<file path="src/rtl/calc_pkg.sv">
// Shared constants for the calculator datapath: token types, ASCII codes, parser state encoding
// and a byte classifier used by the token parser.
package calc_pkg;

    localparam logic [1:0] TOK_NUM = 2'd0;
    localparam logic [1:0] TOK_OP  = 2'd1;
    localparam logic [1:0] TOK_EQ  = 2'd2;
    localparam logic [1:0] TOK_ERR = 2'd3;

    localparam logic [7:0] ASCII_0     = 8'h30;
    localparam logic [7:0] ASCII_9     = 8'h39;
    localparam logic [7:0] ASCII_PLUS  = 8'h2B;
    localparam logic [7:0] ASCII_MINUS = 8'h2D;
    localparam logic [7:0] ASCII_STAR  = 8'h2A;
    localparam logic [7:0] ASCII_SLASH = 8'h2F;
    localparam logic [7:0] ASCII_EQ    = 8'h3D;
    localparam logic [7:0] ASCII_CR    = 8'h0D;
    localparam logic [7:0] ASCII_LF    = 8'h0A;
    localparam logic [7:0] ASCII_SP    = 8'h20;

    typedef enum logic [1:0] {
        S_IDLE = 2'd0,
        S_NUM  = 2'd1,
        S_PEND = 2'd2
    } parse_state_t;

    typedef enum logic [2:0] {
        CLS_DIGIT,
        CLS_OP,
        CLS_TERM,
        CLS_DELIM,
        CLS_OTHER
    } byte_class_t;

    function automatic byte_class_t classify(input logic [7:0] b);
        if (b >= ASCII_0 && b <= ASCII_9) begin
            return CLS_DIGIT;
        end else if (b == ASCII_PLUS || b == ASCII_MINUS || b == ASCII_STAR
                     || b == ASCII_SLASH) begin
            return CLS_OP;
        end else if (b == ASCII_EQ || b == ASCII_CR) begin
            return CLS_TERM;
        end else if (b == ASCII_SP || b == ASCII_LF) begin
            return CLS_DELIM;
        end
        return CLS_OTHER;
    endfunction

endpackage

</file>
<file path="src/rtl/dec_acc.sv">
// Combinational decimal accumulate step: acc*10 + digit with overflow detection.
// CALC_PARSE_SAT_EN selects clamping to all-ones on overflow; otherwise the result wraps.
module dec_acc #(
    parameter int unsigned W = 32
) (
    input  logic [W-1:0] acc,
    input  logic [3:0]   digit,
    output logic [W-1:0] acc_next,
    output logic         ovf
);

    logic [W+3:0] wide;

    always_comb begin
        // acc*10 as two shifts; four extra bits hold any product of a W-bit value and 10
        wide = ({4'b0000, acc} << 3) + ({4'b0000, acc} << 1) + {{W{1'b0}}, digit};
        ovf  = |wide[W+3:W];
`ifdef CALC_PARSE_SAT_EN
        acc_next = ovf ? '1 : wide[W-1:0];
`else
        acc_next = wide[W-1:0];
`endif
    end

endmodule

</file>
<file path="src/rtl/calc_token_parser.sv">
// ASCII byte stream to calculator tokens (NUM/OP/EQ/ERR) on a valid/ready output register.
// Overflow handling of operands is selected by CALC_PARSE_SAT_EN (see dec_acc).
module calc_token_parser
    import calc_pkg::*;
#(
    parameter int unsigned W = 32
) (
    input  logic         clk,
    input  logic         rst,
    input  logic         rx_vld,
    input  logic [7:0]   rx_data,
    output logic         tok_vld,
    input  logic         tok_rdy,
    output logic [1:0]   tok_type,
    output logic [W-1:0] tok_data,
    output logic         tok_sat,
    output logic         ovf
);

    parse_state_t state_q, state_d;
    byte_class_t  cls;
    logic [W-1:0] acc_q, acc_d, acc_src, acc_next;
    logic         sat_q, sat_d, acc_ovf;
    logic [1:0]   qtype_q, qtype_d;
    logic [7:0]   qbyte_q, qbyte_d;
    logic         tok_vld_d, tok_sat_d, ovf_d;
    logic [1:0]   tok_type_d;
    logic [W-1:0] tok_data_d;
    logic         accept, busy, take;

    assign accept  = tok_vld & tok_rdy;
    assign busy    = (tok_vld & ~tok_rdy) | (state_q == S_PEND);
    assign take    = rx_vld & ~busy;
    assign cls     = classify(rx_data);
    assign acc_src = (state_q == S_NUM) ? acc_q : '0;

    dec_acc #(.W(W)) u_dec_acc (
        .acc      (acc_src),
        .digit    (rx_data[3:0]),
        .acc_next (acc_next),
        .ovf      (acc_ovf)
    );

    always_ff @(posedge clk or posedge rst) begin
        if (rst) state_q <= S_IDLE;
        else     state_q <= state_d;
    end

    always_comb begin
        state_d = state_q;
        unique case (state_q)
            S_IDLE, S_NUM: begin
                if (take) begin
                    unique case (cls)
                        CLS_DIGIT:        state_d = S_NUM;
                        CLS_OP, CLS_TERM: state_d = (state_q == S_NUM) ? S_PEND : S_IDLE;
                        default:          state_d = S_IDLE;
                    endcase
                end
            end
            S_PEND:  if (accept) state_d = S_IDLE;
            default: state_d = S_IDLE;
        endcase
    end

    always_comb begin
        tok_vld_d  = tok_vld & ~accept;
        tok_type_d = tok_type;
        tok_data_d = tok_data;
        tok_sat_d  = tok_sat;
        acc_d      = acc_q;
        sat_d      = sat_q;
        qtype_d    = qtype_q;
        qbyte_d    = qbyte_q;
        ovf_d      = ovf | (rx_vld & busy);
        if (state_q == S_PEND && accept) begin
            tok_vld_d  = 1'b1;
            tok_type_d = qtype_q;
            tok_data_d = W'(qbyte_q);
            tok_sat_d  = 1'b0;
        end else if (take) begin
            if (cls == CLS_DIGIT) begin
                acc_d = acc_next;
                sat_d = ((state_q == S_NUM) & sat_q) | acc_ovf;
            end else if (state_q == S_NUM && cls != CLS_OTHER) begin
                // Operand ends: present it now, park any operator/terminator behind it
                tok_vld_d  = 1'b1;
                tok_type_d = TOK_NUM;
                tok_data_d = acc_q;
                tok_sat_d  = sat_q;
                acc_d      = '0;
                sat_d      = 1'b0;
                qtype_d    = (cls == CLS_OP) ? TOK_OP : TOK_EQ;
                qbyte_d    = (cls == CLS_OP) ? rx_data : 8'h00;
            end else if (cls == CLS_OP || cls == CLS_TERM) begin
                tok_vld_d  = 1'b1;
                tok_type_d = (cls == CLS_OP) ? TOK_OP : TOK_EQ;
                tok_data_d = (cls == CLS_OP) ? W'(rx_data) : '0;
                tok_sat_d  = 1'b0;
            end else if (cls == CLS_OTHER) begin
                tok_vld_d  = 1'b1;
                tok_type_d = TOK_ERR;
                tok_data_d = W'(rx_data);
                tok_sat_d  = 1'b0;
                acc_d      = '0;
                sat_d      = 1'b0;
            end
        end
    end

    always_ff @(posedge clk or posedge rst) begin
        if (rst) begin
            tok_vld  <= 1'b0;
            tok_type <= TOK_NUM;
            tok_data <= '0;
            tok_sat  <= 1'b0;
            ovf      <= 1'b0;
            acc_q    <= '0;
            sat_q    <= 1'b0;
            qtype_q  <= TOK_NUM;
            qbyte_q  <= 8'h00;
        end else begin
            tok_vld  <= tok_vld_d;
            tok_type <= tok_type_d;
            tok_data <= tok_data_d;
            tok_sat  <= tok_sat_d;
            ovf      <= ovf_d;
            acc_q    <= acc_d;
            sat_q    <= sat_d;
            qtype_q  <= qtype_d;
            qbyte_q  <= qbyte_d;
        end
    end

endmodule

</file>
<file path="config.mk">
export PLATFORM = sky130hd
export DESIGN_NAME = calc_token_parser
export DESIGN_NICKNAME = d
export VERILOG_FILES = /design/src/rtl/calc_pkg.sv /design/src/rtl/dec_acc.sv /design/src/rtl/calc_token_parser.sv
export SDC_FILE = /design/constraint.sdc
export NUM_CORES = 1
export LEC_CHECK = 0
export ABC_AREA = 1
export BUFFER_PORTS_ARGS = -buffer_cell sky130_fd_sc_hd__buf_2
export CAP_MARGIN = 20
export CORE_AREA = 2 2 136 105
export CTS_CLUSTER_DIAMETER = 40
export DETAILED_ROUTE_END_ITERATION = 10
export DIE_AREA = 0 0 138 107
export PLACE_DENSITY = 0.78
export SLEW_MARGIN = 20
export SYNTH_ARGS = -nofsm -noshare
export SYNTH_HDL_FRONTEND = slang
export SYNTH_SLANG_ARGS = --single-unit
</file>
<file path="constraint.sdc">
create_clock -name clk -period 4.27 [get_ports clk]
set_input_delay 1.0675 -clock clk [delete_from_list [all_inputs] [get_ports clk]]
set_output_delay 1.0675 -clock clk [all_outputs]
set_load 0.02 [all_outputs]
</file>
======== Word level (Yosys, flattened, before mapping) ========
Index checks and enable logic that the tools add are counted.
Widths: inputs -> output; s select.
storage, ports and cells
  flip-flop bits (word level) ............. 82
  latch bits .............................. 0
  RAM bits ................................ 0
  ROM bits ................................ 0
  input bits .............................. 12
  output and inout port bits .............. 37
  memories ................................ 0
operators by class
  $add $sub $neg .......................... 2
  $mul .................................... 0
  divide/modulo/power cells ............... 0
  magnitude comparators ................... 2
  equal/unequal tests ..................... 18
  shift-type cells ........................ 0
  multiplexer cells ....................... 49
  bitwise gates (word level) .............. 14
  reductions and logical operators ........ 21
operator list
  cell                count
  $mux 32             11
  $eq 8x6->1 const B  6
  $add 35x33->36      1
  $add 36x4->36       1
  $mux 2              10
  $mux 1              19
  $eq 8x4->1 const B  2
  $mux 8              2
  $mux 3              5
  $ge 8x6->1 const B  1
  $le 8x6->1 const B  1
  $pmux 2 s2          2
  $reduce_and 4->1    2
  $and 1x1->1         6
  $logic_or 1x1->1    6
  $ne 2x2->1 const B  3
  $ne 3x3->1 const B  2
  $not 1->1           5
  $reduce_bool 4->1   1
  $reduce_or 2->1     2
  $reduce_or 4->1     1
  $eq 3x1->1 const B  1
  $eq 3x2->1 const B  1
  $eq 3x3->1 const B  1
  other kinds (10)    14

======== Depth between registers and ports, before layout ========
  word-level depth ........................ 14
  depth in mapped cells ................... 24

======== Hierarchy ========
From an unflattened synthesis, not the netlist that was laid out.
unflattened totals
  cells, all modules ...................... 981
  area total of the unflattened synthesis .. 6590.1 um^2
modules (own cells, without submodules)
  module             instances  cells an instance  area an instance (um^2)
  calc_token_parser  1          512                3920.0
  dec_acc            1          469                2670.1

======== Worst setup path before layout ========
No wires, ideal clock.
  path kind ............................... input port to flip-flop
  from .................................... input rx_data[3]
  to ...................................... register acc_q[22]
  arrival time ............................ 3.233 ns
  setup slack ............................. 0.920 ns
  cell stages on the path ................. 17
  cells stage by stage .................... buf_4 -> xor2_1 -> inv_1 -> ha_1 -> inv_1 -> fa_1 -> inv_1 -> nand2_1 -> nand2_1 -> nand3_1 -> nand2_1 -> inv_1 -> o21bai_1 -> a21oi_1 -> or2_2 -> nand3_1 -> nand2_1
on the way
  word-level cells in the longest chain between the ends .. 11
  elaborated cells between the ends (all ways) .. 37
RTL lines
  what                                                          RTL line                                          RTL
  from (decl)                                                   calc_token_parser.sv:11                           input logic [7:0] rx_data,
  $eq 8x6->1 (tied with other cells)                            calc_pkg.sv:43                                    end else if (b == ASCII_SP || b == ASCII_LF) begin
  $logic_or 1x1->1 (on tied branches)                           calc_pkg.sv:43, calc_pkg.sv:38
  $mux 1 / $logic_or 1x1->1 (equally long branches)             calc_pkg.sv:43, calc_pkg.sv:38
  $mux 1 / $logic_or 1x1->1 (equally long branches)             calc_pkg.sv:41, calc_pkg.sv:39
  $mux 1 / $mux 3 (equally long branches)                       calc_pkg.sv:38                                    end else if (b == ASCII_PLUS || b == ASCII_MINUS || b == ASCII_STAR
  $mux 1 / $mux 3 (equally long branches)                       calc_pkg.sv:36                                    if (b >= ASCII_0 && b <= ASCII_9) begin
  $mux 3                                                        calc_pkg.sv:46                                    return CLS_OTHER;
  $ne 3x3->1 (tied with other cells)                            calc_token_parser.sv:85                           end else if (state_q == S_NUM && cls != CLS_OTHER) begin
  $logic_and 1x1->1 / $logic_or 1x1->1 (equally long branches)  calc_token_parser.sv:85, calc_token_parser.sv:95
  $ne 3x3->1 (no line) (tied with other cells)                  -
  $reduce_and 4->1 (no line) / $mux 32 (equally long branches)  -
  to (signal assigned)                                          calc_token_parser.sv:118                          acc_q <= '0;
  to (signal assigned)                                          calc_token_parser.sv:128                          acc_q <= acc_d;
  to (decl)                                                     calc_token_parser.sv:22                           logic [W-1:0] acc_q, acc_d, acc_src, acc_next;
Parallel ways exist; a longest one is shown, timed or not.
A chain may end at the register's enable or synchronous reset.

======== Worst setup path in the final report ========
  from .................................... register state_q[0]
  to ...................................... register acc_q[22]
on the way
  word-level cells in the longest chain between the ends .. 5
  elaborated cells between the ends (all ways) .. 16
RTL lines
  what                                                 RTL line                                          RTL
  from (decl)                                          calc_token_parser.sv:20                           parse_state_t state_q, state_d;
  from (signal assigned)                               calc_token_parser.sv:46                           else state_q <= state_d;
  $eq 2x1->1 / $eq 2x2->1 (equally long branches)      -
  $mux 32 / $or 1x1->1 (equally long branches)         calc_token_parser.sv:35, calc_token_parser.sv:32
  $add 35x33->36 / $not 1->1 (equally long branches)   dec_acc.sv:16, calc_token_parser.sv:33
  $add 36x4->36 / $and 1x1->1 (equally long branches)  dec_acc.sv:16, calc_token_parser.sv:33
  $mux 32 / $reduce_and 4->1 (equally long branches)   -
Parallel ways exist; a longest one is shown, timed or not.

==> summary.txt <==
design area -> 7220 um2
fin nets -> 1087
Post-synth EDFFs -> 0
Critical Path RT -> 4520 ps
Reg clk slew, reported paths -> 70 ps
FF+latch count, synth -> 82
critical path class -> reg2reg
Die Y -> 107 um
cell count after synthesis -> 966
Total GRT Usage -> 24.0%
CTS H-tree lvls -> 3
via count -> 6110
Seq/Total Area, Yosys -> 31.3%
hpwl dp -> 12.9 mm
area delta synth->final -> 10.1%
data arrival time of the critical path -> 3640 ps
number of port buffers -> 48
Initial DRC Count -> 399
HP Class -> reg2reg
Place WS -> 667 ps
DRC Markers -> 0
R2R depth -> 19
largest net degree at the start of global routing -> 42
routed length per instance -> 14.1 um
status -> finished, final reports clean
Crit. End Element -> flip-flop
hold depth -> 1
Via-to-Cell Ratio -> 5.13
Fmax achieved -> 295 MHz
# diodes -> 0
Core Area -> 13400 um2
Lkg Pwr -> 0.00423 uW
Cell Pwr Density -> 263 nW/um2
async set-reset flop share out of synthesis -> 100%
most common cell after layout, fill and taps aside -> nand2_1
CTS Buf Count -> 9
CTS Buffer Depth -> 2
setup_tns -> 0 ps
Die Area -> 14800 um2
CP max FO -> 9
initial antenna violation count -> 0
CP Launch Type -> flip-flop
wire length on met3 -> 1.02 mm
share of cells above drive strength 1 -> 12.6%
most frequent cells in the layout -> nand2_1, inv_1, nor2_1, dfrtp_1, ha_1
vias in the first global route -> 5917
final setup skew -> 7.38 ps
insertion delay to the later sink of the worst-skew pair -> 350 ps
# rows -> 37
syn avg cell area -> 6.79 um2
Initial Util -> 48.9%
hold buffers post-CTS -> 0
# fillers -> 1342
Initial DRT Pass Iterations -> 5
met2 WL -> 7.51 mm
met1 WL -> 8.04 mm
relative slew slack -> 56.8%
DP Cell Count -> 1175
YS warnings -> 0
total wire length -> 16.8 mm
routability congestion estimate from global placement -> 0.951
Root Buffer -> clkbuf_16
CTS tree -> yes
I/O Pins -> 49
Worst IR Drop VDD -> 0.000211 V
cells resized by post-CTS repair -> 0
first-pass GRT wire length -> 28.9 mm
Placed Area -> 6920 um2
fin cells -> 1191
Sink Count -> 82
Worst-Margin Slew -> 647 ps
antenna-violating nets left -> 0
Max Cap Violations -> 0
Top FF cell, synth -> dfrtp_1
Post-Synthesis Cell Area -> 6560 um2
Syn Nets -> 1042
DR top layer -> met4
Final Max Slew Viols -> 0
Final WS setup -> 884 ps
Post-CTS Setup Bufs -> 0
minimum clock period -> 3390 ps
GRT overflow -> 0
unrepaired setup endpoints after global routing -> false
die width -> 138 um
Final Setup Violations -> 0
Final period util -> 79.3%
Final Hold Viols -> 0
Synth cell types -> 46
[layer usage]
metal	up-vias	global-route usage, %
met5	-	0
met3	22	4.47
li1	3120	-
met1	2799	33.3
met4	0	6.41
met2	169	38.7
[sequential cells by signal, summed over array words and instances (netlist names)]
signal and cells:
qbyte_q 8, tok_sat 1, sat_q 1, tok_type 2
acc_q 32, qtype_q 2, state_q 2, tok_vld 1
tok_data 32, ovf 1
[cells by family (layout without fill, tap and decap cells)]
group                    Yosys count  count (layout)  synth area share (%)
XOR/XNOR                           9               9                  1.20
AND/OR/NAND/NOR                  560             560                  36.1
buffers and inverters            162             212                  10.5
AO/OA/AOI/OAI                     89              89                  8.60
flip-flops                        82              82                  31.3
adder cells (fa/ha/maj)           64              64                  12.3
[power by group]
part / switching (uW) / total, uW / internal, uW / leakage (uW)
combinational: 183 / 250 / 66.8 / 0.00297
clock: 357 / 821 / 464 / 0.000153
sequential: 18.0 / 826 / 808 / 0.00111
total: 558 / 1900 / 1340 / 0.00423
[cell type report]
class,instances,area (um2),share of cell area (%)
Tap cell,175,219,3.03
Clock buffer,9,225,3.12
Timing Repair Buffer,52,283,3.92
Inverter,144,544,7.54
Sequential cell,82,2050,28.4
Clock inverter,7,81.3,1.13
Multi-Input combinational cell,722,3820,52.9
[worst max-delay path: stages, from the launching register on]
cell and delay (ps):
dfrtp_1 400, nand2_2 80, clkinv_1 280, nand2_1 240
xor2_1 160, inv_1 60, ha_1 290, inv_1 60
fa_1 430, inv_1 90, nand2_1 70, nand2_1 90
nand3_1 70, nand2_1 140, inv_1 60, o21bai_1 240
a21oi_1 120, or2_2 280, nand3_1 70, nand2_1 50
[final timing paths]
| path | start | to | slack (ps) |
|---|---|---|---|
| worst min-delay path | ovf | ovf | 450 |
| worst max-delay path | state_q[0] | acc_q[22] | 880 |
| max in group asynchronous | rst | acc_q[19] | 2660 |
| worst min register to register | ovf | ovf | 450 |
| worst max register to register | state_q[0] | acc_q[22] | 880 |
| min in group asynchronous | rst | tok_data[29] | 690 |
[per-stage QoR]
step / hold WS (ps) / utilization, % / total power (uW)
global placement: 436 / 51.4 / 1090
CTS: 457 / 53.8 / 1910
finish: 453 / 53.8 / 1900
detailed placement: 442 / 51.5 / 1090
floorplan: 436 / - / 1020
global route: 465 / 53.8 / 1970
[synth_stat cells, types with 2 or more instances]
cell      number  area (um2)
nand3_2        3        30.0
inv_2          6        22.5
nand2_4        3        33.8
xnor2_1        5        43.8
o22ai_1       10        62.6
or2_2          9        56.3
o21ai_2        8        70.1
o22ai_2        3        37.5
clkbuf_1       2        7.51
nand2_1      347        1300
ha_1          63         788
a21oi_1       37         185
dfrtp_1       82        2050
o21ai_0       13        65.1
nor3_1        12        60.1
nand3_1       50         250
xor2_1         4        35.0
buf_6          4        45.0
nand2_2       16         100
a31oi_1        2        12.5
buf_2          2        10.0
o21ai_1        4        20.0
o21bai_1       6        45.0
nand3b_1       4        30.0
nor2_2         4        25.0
nor2_1        98         368
nand4_1        9        56.3
buf_4          5        37.5
buf_1          3        11.3
inv_1        136         510
(Power assumes the default switching activity.)
